### config.mk
export PLATFORM = sky130hd
export DESIGN_NAME = vend_ctrl
export DESIGN_NICKNAME = d
export VERILOG_FILES = /design/src/rtl/vend_pkg.sv /design/src/rtl/vend_change_sel.sv /design/src/rtl/vend_ctrl.sv
export SDC_FILE = /design/constraint.sdc
export NUM_CORES = 1
export LEC_CHECK = 0
export ABC_AREA = 0
export BUFFER_PORTS_ARGS = -buffer_cell sky130_fd_sc_hd__buf_2
export CAP_MARGIN = 25
export CELL_PAD_IN_SITES_DETAIL_PLACEMENT = 1
export CELL_PAD_IN_SITES_GLOBAL_PLACEMENT = 2
export CORE_UTILIZATION = 39
export CTS_BUF_LIST = sky130_fd_sc_hd__clkbuf_8
export DETAILED_ROUTE_END_ITERATION = 10
export PLACE_DENSITY_LB_ADDON = 0.25
export RECOVER_POWER = 25
export SLEW_MARGIN = 40
export SYNTH_ARGS = -nofsm -noshare
export SYNTH_HDL_FRONTEND = slang
export SYNTH_SLANG_ARGS = --single-unit
### constraint.sdc
create_clock -name clk -period 5.3 [get_ports clk]
set_input_delay 0.265 -clock clk [delete_from_list [all_inputs] [get_ports clk]]
set_output_delay 0.265 -clock clk [all_outputs]
set_load 0.02 [all_outputs]
### src/rtl/vend_pkg.sv
// Shared types and coin helpers for the vending transaction controller.
// Timeout auto-refund is enabled by defining VEND_TIMEOUT_EN.
package vend_pkg;

  typedef enum logic [1:0] {
    IDLE,
    COLLECT,
    DISPENSE,
    CHANGE
  } state_t;

  localparam logic [1:0] COIN_5   = 2'd0;
  localparam logic [1:0] COIN_10  = 2'd1;
  localparam logic [1:0] COIN_25  = 2'd2;
  localparam logic [1:0] COIN_100 = 2'd3;

  localparam int CREDIT_MAX = 255;

  function automatic logic [7:0] coin_value(logic [1:0] code);
    case (code)
      COIN_5:  return 8'd5;
      COIN_10: return 8'd10;
      COIN_25: return 8'd25;
      default: return 8'd100;
    endcase
  endfunction

endpackage

### src/rtl/vend_change_sel.sv
// Greedy change selector: largest of 25/10/5 not above credit.
// Credit is always a multiple of 5, so 5c is the floor.
module vend_change_sel
  import vend_pkg::*;
(
  input  logic [7:0] credit,
  output logic [1:0] coin
);

  always_comb begin
    coin = COIN_5;
    priority case (1'b1)
      (credit >= 8'd25): coin = COIN_25;
      (credit >= 8'd10): coin = COIN_10;
      default:           coin = COIN_5;
    endcase
  end

endmodule

### src/rtl/vend_ctrl.sv
// Vending transaction controller: credit, vend, change over hopper.
// Define VEND_TIMEOUT_EN for auto-refund after TIMEOUT_CYCLES idle.
module vend_ctrl
  import vend_pkg::*;
#(
  parameter int DISPENSE_CYCLES = 4,
  parameter int TIMEOUT_CYCLES  = 1000
) (
  input  logic       clk,
  input  logic       rst_n,
  input  logic [2:0] item_sel,
  input  logic [7:0] item_cost,
  input  logic       coin_valid,
  input  logic [1:0] coin_type,
  input  logic       buy,
  input  logic       cancel,
  input  logic       change_ready,
  output logic       coin_reject,
  output logic       insufficient,
  output logic       dispense_en,
  output logic [2:0] item_out,
  output logic       change_valid,
  output logic [1:0] change_coin,
  output logic [7:0] credit,
  output logic       busy
);

  state_t     state;
  logic [7:0] dcnt;
  logic [8:0] sum;
  logic       coin_ok;
  logic [7:0] paid;
  logic [7:0] sel_in;
  logic [1:0] next_coin;
  logic       tmo_hit;

  assign sum     = {1'b0, credit} + {1'b0, coin_value(coin_type)};
  assign coin_ok = sum <= 9'(CREDIT_MAX);
  assign paid    = credit - coin_value(change_coin);
  // In CHANGE the selector looks ahead to the post-handshake credit.
  assign sel_in  = (state == CHANGE) ? paid : credit;

  vend_change_sel u_sel (
    .credit (sel_in),
    .coin   (next_coin)
  );

`ifdef VEND_TIMEOUT_EN
  logic [15:0] tmo;
  logic        coin_acc;
  logic        buy_refused;

  assign tmo_hit = (state == COLLECT) &&
                   (tmo == 16'(TIMEOUT_CYCLES - 1));
  assign coin_acc = (state == IDLE ||
                     (state == COLLECT && !cancel)) &&
                    coin_valid && coin_ok;
  assign buy_refused = (state == COLLECT) && !cancel &&
                       !coin_valid && buy &&
                       (credit < item_cost);

  always_ff @(posedge clk or negedge rst_n) begin
    if (!rst_n) begin
      tmo <= '0;
    end else if (state != COLLECT || coin_acc ||
                 buy_refused || tmo_hit) begin
      tmo <= '0;
    end else begin
      tmo <= tmo + 16'd1;
    end
  end
`else
  logic unused_tmo;
  assign tmo_hit    = 1'b0;
  assign unused_tmo = (TIMEOUT_CYCLES == 0);
`endif

  always_ff @(posedge clk or negedge rst_n) begin
    if (!rst_n) begin
      state        <= IDLE;
      dcnt         <= '0;
      coin_reject  <= 1'b0;
      insufficient <= 1'b0;
      dispense_en  <= 1'b0;
      item_out     <= '0;
      change_valid <= 1'b0;
      change_coin  <= COIN_5;
      credit       <= '0;
      busy         <= 1'b0;
    end else begin
      coin_reject  <= 1'b0;
      insufficient <= 1'b0;
      unique case (state)
        IDLE, COLLECT: begin
          if (state == COLLECT && (cancel || tmo_hit)) begin
            coin_reject  <= coin_valid;
            state        <= CHANGE;
            busy         <= 1'b1;
            change_valid <= 1'b1;
            change_coin  <= next_coin;
          end else if (coin_valid) begin
            if (coin_ok) begin
              credit <= sum[7:0];
              state  <= COLLECT;
            end else begin
              coin_reject <= 1'b1;
            end
          end else if (state == COLLECT && buy) begin
            if (credit >= item_cost) begin
              item_out    <= item_sel;
              credit      <= credit - item_cost;
              dcnt        <= 8'(DISPENSE_CYCLES);
              dispense_en <= 1'b1;
              busy        <= 1'b1;
              state       <= DISPENSE;
            end else begin
              insufficient <= 1'b1;
            end
          end
        end
        DISPENSE: begin
          coin_reject <= coin_valid;
          if (dcnt == 8'd1) begin
            dcnt        <= '0;
            dispense_en <= 1'b0;
            if (credit != 8'd0) begin
              state        <= CHANGE;
              change_valid <= 1'b1;
              change_coin  <= next_coin;
            end else begin
              state <= IDLE;
              busy  <= 1'b0;
            end
          end else begin
            dcnt <= dcnt - 8'd1;
          end
        end
        CHANGE: begin
          coin_reject <= coin_valid;
          if (change_ready) begin
            credit <= paid;
            if (paid == 8'd0) begin
              change_valid <= 1'b0;
              change_coin  <= COIN_5;
              busy         <= 1'b0;
              state        <= IDLE;
            end else begin
              change_coin <= next_coin;
            end
          end
        end
      endcase
    end
  end

endmodule

==> impl_metrics.json, run 1 <==
{
  "grt_use_met2_pct": 39.0,
  "slew_headroom_pct": -7.95,
  "hp-start": "item_sel[0]",
  "ys_types": 62,
  "endpoint_kind": "flip-flop",
  "grt_usage_pct": 22.6,
  "h-tree-depth": 1,
  "yosys.area_share.simple_pct": 17.5,
  "cts.sinks": 28,
  "clkPwrFrac_pct": 7.5,
  "async_flop_share_pct": 100,
  "setup_slack_ps": 2340,
  "area_growth_pct": 11.7,
  "drive_above_1_share_pct": 15.3,
  "cts_buffers": 3,
  "drt_iter0_markers": 62,
  "timing.fmax_mhz": 337,
  "num_rows": 30,
  "initial_core_util_pct": 40.5,
  "cp_max_fo": 14,
  "synthCells": 335,
  "critPathBufInv": 0,
  "max_cap_viol_count": 1,
  "yosys-top-cells-area": "dfrtp_1 25%, ha_1 13%, o21ai_0 6.5%, inv_1 4.1%, nor2_1 4.0%",
  "outcome": "finished with violations",
  "antenna_found_initial": 0,
  "power_w": 0.00230,
  "core_area_um2": 6790,
  "reg2reg_slack_ps": 2340,
  "tritoncts": "built",
  "ir_worst_vdd_v": 0.000437,
  "via_count": 2553,
  "post-route-util_pct": 45.3,
  "fillerInstances": 844,
  "synthXorXnorAreaFrac_pct": 3.50,
  "grt_max_degree": 29,
  "p_leak_nw": 1.42,
  "nets": 417,
  "grt_overflow": 0,
  "min-delay-path-class": "in2reg",
  "hold_viol_final": 0,
  "io_pins": 37,
  "syn_area_um2": 2750,
  "top_usage_layer": "met2",
  "rsz0062_at_grt": "no",
  "synth_common_cells": "36 x o21ai_0, 30 x inv_1, 29 x ha_1, 29 x nor2_1, 28 x dfrtp_1",
  "synth_top_family_by_area": "compound AO/OA/AOI/OAI gates",
  "setup_tns_ps": 0,
  "yosys.area.top_type_share_pct": 25.5,
  "dp_slack_ps": 2330,
  "hold_depth": 2,
  "cts-resized-gates": 0,
  "synth_compound_area_share_pct": 30.7,
  "clk_pin_slew_ps": 100,
  "critPathSlowestCell": "o21ai_2",
  "post_layout_nonfiller_instances": 461,
  "yosysSeqAreaShare_pct": 25.5,
  "cts.path.max_buffers": 2,
  "finClkSkew_ps": 1.90,
  "slew_violations": 29,
  "grtUsageMet3_pct": 2.89,
  "die_w_um": 86.0,
  "cp_data_required_time_ps": 5480,
  "synth-main-ff-cell": "dfrtp_1",
  "clk_latency_ps": 280,
  "startpoint_type": "flip-flop",
  "r2r-start": "credit[0]",
  "die_h_um": 86.0,
  "hold_path_end": "item_out[0]",
  "power_switching_w": 0.00123,
  "setup_viol": 0,
  "finalCritPeriodShare_pct": 55.9,
  "cts_setup_buffers": 0,
  "die_area_um2": 7400,
  "crit_chain": "ha_1, fa_1, a211oi_2, o21bai_2, a311oi_2, o41ai_2, o21ai_2, nand2_1, a22o_1",
  "yosysWarnings": 0,
  "drc": 0,
  "p_per_area_nw_per_um2": 749,
  "antennaDiodeCount": 0,
  "synth_edf_count": 0,
  "synthesis.nets": 386,
  "synth_fa_ha_area_share_pct": 15.4,
  "intPower_w": 0.00108,
  "pwr-share-seq_pct": 20.0,
  "dp_hpwl_um": 6220,
  "place_inst": 457,
  "tightest_slew_ps": 1620,
  "wl_per_cell_um": 16.8,
  "postSynthAreaPerCell_um2": 8.22,
  "drt_pass1_iterations": 4,
  "ys_ff_latch": 28,
  "place_congestion": 0.823,
  "path_class": "reg2reg",
  "arrival_ps": 3140,
  "grt_use_met1_pct": 31.0,
  "p_sw_share_pct": 53.3,
  "rr_endpoint": "credit[7]",
  "rr_worst_depth": 9,
  "synth.area.mux_share_pct": 1.59,
  "routed_wl_um": 7760,
  "io_buffers": 36,
  "ctsHoldBuffers": 0,
  "post-route-min-period_ps": 2960,
  "grt_pass1_vias": 2675,
  "failed_checks": "max-capacitance violations, max-slew violations",
  "crit_family": "compound AO/OA/AOI/OAI gates",
  "synth_most_common_cell": "o21ai_0",
  "max_stage_delay_ps": 480,
  "vias_per_cell": 5.54,
  "grt_pass1_wl_um": 13300,
  "p_comb_share_pct": 72.5,
  "synth_top_area_cell": "dfrtp_1",
  "root_buffer": "clkbuf_8",
  "ant_nets": 0
}
-- layout by cell type, fill, tap and decap left out, types with 2 or more instances in the layout --
| cell | Yosys | layout |
|---|---|---|
| o21ai_0 | 36 | 36 |
| buf_2 | 2 | 35 |
| inv_1 | 30 | 30 |
| nor2_1 | 29 | 29 |
| ha_1 | 29 | 29 |
| dfrtp_1 | 28 | 28 |
| nand2_1 | 27 | 27 |
| a21oi_1 | 15 | 15 |
| nand2b_1 | 9 | 9 |
| a211oi_1 | 8 | 8 |
| nor3_1 | 7 | 7 |
| xor2_1 | 7 | 7 |
| nand3_1 | 6 | 6 |
| o21a_1 | 6 | 6 |
| a21o_1 | 5 | 5 |
| o211ai_1 | 5 | 5 |
| and2_1 | 4 | 4 |
| o31a_1 | 4 | 4 |
| o31ai_1 | 4 | 4 |
| xnor2_1 | 4 | 4 |
| a31oi_1 | 4 | 4 |
| nand4_1 | 3 | 3 |
| o21bai_1 | 3 | 3 |
| o221ai_1 | 3 | 3 |
| mux2_2 | 3 | 3 |
| a211o_1 | 3 | 3 |
| fa_1 | 3 | 3 |
| clkbuf_8 | 0 | 3 |
| o22ai_1 | 2 | 2 |
| o21ai_1 | 2 | 2 |
| or3b_2 | 2 | 2 |
| o211a_1 | 2 | 2 |
| nand3b_1 | 2 | 2 |
| o21ai_2 | 2 | 2 |
| or2_2 | 2 | 2 |
| a32oi_1 | 2 | 2 |
-- layout make-up --
class                      count  area, um^2  share of cell area, %
multi-input combinational    267        1890                   61.5
clock buffer                   3        41.3                   1.34
inverter                      30         113                   3.66
tap                           96         120                   3.91
sequential                    28         701                   22.8
clock inverter                 1        30.0                  0.976
timing repair buffer          36         179                   5.82
-- sequential cells by signal, summed over array words and instances (netlist names) --
signal,cells
credit,8
dcnt,8
item_out,3
change_coin,2
state,2
busy,1
change_valid,1
coin_reject,1
dispense_en,1
insufficient,1
-- power by group through the flow --
stage / Sequential, W / Combinational (W) / Clock [W]
CTS: 0.000462 / 0.00168 / 0.000179
finish: 0.000460 / 0.00167 / 0.000172
floorplan: 0.000463 / 0.00124 / 0
global placement: 0.000462 / 0.00163 / 0
global route: 0.000478 / 0.00189 / 0.000187
detailed placement: 0.000466 / 0.00167 / 0
-- metrics by stage --
step,hold slack [ps],cell area (um^2)
final,208,3080
after global routing,210,3080
after CTS,22.2,3080
after detailed placement,336,3010
after global placement,334,3010
after floorplan,-30.6,2750
-- cells by family after synthesis --
logic type,after synthesis
flip-flops,28
multiplexers,4
AO/OA/AOI/OAI,122
buffers and inverters,40
adder cells (fa/ha/maj),32
AND/OR/NAND/NOR,98
XOR/XNOR,11
-- routing by layer --
| layer | vias up | wire, um |
|---|---|---|
| li1 | 1280 | - |
| met1 | 1236 | 3870 |
| met2 | 31 | 3710 |
| met3 | 6 | 133 |
| met4 | 0 | 53 |
| met5 | - | 0 |
-- how the worst max path moves through the flow --
stage	startpoint	depth (start not counted)	end	slack, ps
after floorplan	change_coin[0]	10	change_valid	2650
after global routing	change_coin[0]	11	busy	2100
after detailed placement	coin_type[0]	11	credit[7]	2330
after global placement	coin_type[0]	11	credit[7]	2410
after CTS	change_coin[0]	11	busy	2330
final	credit[0]	9	credit[7]	2340
Note: power is estimated with default switching activity, not from simulation.
==> inputs of run 2 (changes only) <==
--- a/config.mk
+++ b/config.mk
@@ -10,7 +10,7 @@
 export CAP_MARGIN = 25
 export CELL_PAD_IN_SITES_DETAIL_PLACEMENT = 1
 export CELL_PAD_IN_SITES_GLOBAL_PLACEMENT = 2
-export CORE_UTILIZATION = 39
+export CORE_UTILIZATION = 36
 export CTS_BUF_LIST = sky130_fd_sc_hd__clkbuf_8
 export DETAILED_ROUTE_END_ITERATION = 10
 export PLACE_DENSITY_LB_ADDON = 0.25
==> constraint.sdc (replaced) <==
create_clock -name clk -period 2.9 [get_ports clk]
set_input_delay 0.145 -clock clk [delete_from_list [all_inputs] [get_ports clk]]
set_output_delay 0.145 -clock clk [all_outputs]
set_load 0.02 [all_outputs]
==> run 2 against run 1 <==
The run still ends with max-capacitance violations, max-slew violations left. Sequential cell count unchanged. Die area is 8.1% higher. Wire length rose by 1.3%. Critical path type unchanged. Sequential power up 75%.
==> impl_metrics.json, run 2 (same netlist as run 1, synthesis figures left out) <==
{
  "hold_viol_final": 0,
  "clkPwrFrac_pct": 7.4,
  "cp_max_fo": 5,
  "root_buffer": "clkbuf_8",
  "hold-worst-slack_ps": 86.9,
  "slew_headroom_pct": -6.41,
  "grt_max_degree": 29,
  "layout_commonest_cell": "o21ai_0",
  "io_pins": 37,
  "p_sw_share_pct": 52.4,
  "grt_usage_pct": 21.2,
  "die_area_um2": 8000,
  "grt_pass1_vias": 2729,
  "final_cell_area_um2": 3190,
  "setup_viol": 0,
  "place_inst": 468,
  "grt_overflow": 0,
  "endpoint_kind": "flip-flop",
  "finalCritPeriodShare_pct": 96.0,
  "clk_latency_ps": 290,
  "initial_core_util_pct": 37.5,
  "die_h_um": 89.4,
  "drt_pass1_iterations": 4,
  "top_regs": "credit: 8 flops, dcnt: 8 flops, item_out: 3 flops",
  "max_stage_delay_ps": 420,
  "p_leak_nw": 1.45,
  "max_cap_viol_count": 1,
  "path_class": "reg2reg",
  "cts.path.max_buffers": 2,
  "wl_per_cell_um": 16.6,
  "finClkSkew_ps": 7.86,
  "min-delay-path-class": "in2reg",
  "tightest_slew_ps": 1600,
  "power_switching_w": 0.00230,
  "via_count": 2651,
  "failed_checks": "max-capacitance violations, max-slew violations",
  "antennaDiodeCount": 0,
  "critPathSlowestCell": "dfrtp_1",
  "tritoncts": "built",
  "nets": 428,
  "place_congestion": 0.824,
  "crit_family": "compound AO/OA/AOI/OAI gates",
  "setup_tns_ps": 0,
  "intPower_w": 0.00209,
  "h-tree-depth": 1,
  "timing.fmax_mhz": 359,
  "critPathBufInv": 2,
  "dp_hpwl_um": 6330,
  "drive_above_1_share_pct": 18.1,
  "outcome": "finished with violations",
  "core_area_um2": 7330,
  "pwr-share-seq_pct": 18.4,
  "post-route-min-period_ps": 2780,
  "p_per_area_nw_per_um2": 1380,
  "routed_wl_um": 7860,
  "rsz0062_at_grt": "no",
  "cp_data_required_time_ps": 3090,
  "p_comb_share_pct": 74.2,
  "crit_chain": "inv_1, ha_1, fa_1, nor2b_4, o31a_1, o31a_1, o41ai_2, o21ai_2, buf_4, o221a_2",
  "slew_violations": 29,
  "grt_pass1_wl_um": 13100,
  "placed_cell_area_um2": 3070,
  "io_buffers": 36,
  "cts_buffers": 3,
  "drc": 0,
  "drt_iter0_markers": 88,
  "clk_pin_slew_ps": 110,
  "ir_worst_vdd_v": 0.000787,
  "cts.sinks": 28,
  "antenna_found_initial": 0,
  "die_w_um": 89.4,
  "arrival_ps": 2970,
  "vias_per_cell": 5.58,
  "num_rows": 31,
  "startpoint_type": "flip-flop",
  "post_layout_nonfiller_instances": 475,
  "path_common_cell": "o31a_1",
  "final_cell_mix": "36 x o21ai_0, 30 x inv_1, 29 x ha_1, 29 x buf_2, 28 x nor2_1",
  "ant_nets": 0,
  "area_growth_pct": 15.9
}
run 2: cell types whose count changed in the layout (fill, tap and decap cells not counted), moves of 2 or more:
cell,delta
buf_4,+10
clkbuf_1,+6
a211oi_2,+2
buf_2,-6
a211oi_1,-2
run 2: routing by layer:
layer	vias to the layer above	global-route usage (%)	part of all wire (%)
met2	34	36.8	48
met3	4	2.59	2.7
met1	1309	28.7	49
met4	0	2.89	0.27
li1	1304	-	-
met5	-	0	0
run 2: area by class of cell:
class | instances | area, um^2
inverter | 30 | 113
timing repair buffer | 47 | 256
tap | 99 | 124
clock buffer | 3 | 41.3
sequential | 28 | 702
multi-input combinational | 267 | 1920
fill | 907 | 4140
clock inverter | 1 | 30.0
run 2: worst paths after layout:
kind / startpoint / to / slack, ps / depth (start not counted)
max in group asynchronous: rst_n / change_coin[0] / 1090 / 2
setup reg to reg: credit[0] / credit[4] / 120 / 10
setup / recovery: credit[0] / credit[4] / 120 / 10
hold / removal: item_sel[0] / item_out[0] / 90 / 2
min in group asynchronous: rst_n / dcnt[7] / 780 / 2
hold reg to reg: dcnt[7] / dcnt[7] / 500 / 1
run 2: power groups by stage:
| stage | combinational (W) | clock [W] | sequential [W] |
|---|---|---|---|
| CTS | 0.00319 | 0.000330 | 0.000806 |
| detailed placement | 0.00315 | 0 | 0.000814 |
| global placement | 0.00307 | 0 | 0.000805 |
| floorplan | 0.00226 | 0 | 0.000847 |
| global route | 0.00366 | 0.000341 | 0.000840 |
| finish | 0.00326 | 0.000325 | 0.000807 |
run 2: what timing repair did:
item | in CTS | in global routing
gates cloned | 0 | 0
hold buffers | 1 | 0
pin swaps | 0 | 4
buffers inserted | 0 | 2
endpoints found under the setup margin | 2 | 6
hold endpoints to repair | 28 | 0
resized for setup | 1 | 7
run 2: through the flow:
stage	worst slack, ps	util (%)	power [W]
2_1_floorplan	250	-	0.00311
3_3_place_gp	118	41.9	0.00388
3_5_place_dp	10.3	41.9	0.00397
6_report	116	43.5	0.00439
5_1_grt	18.9	43.5	0.00484
4_1_cts	21.4	43.0	0.00433
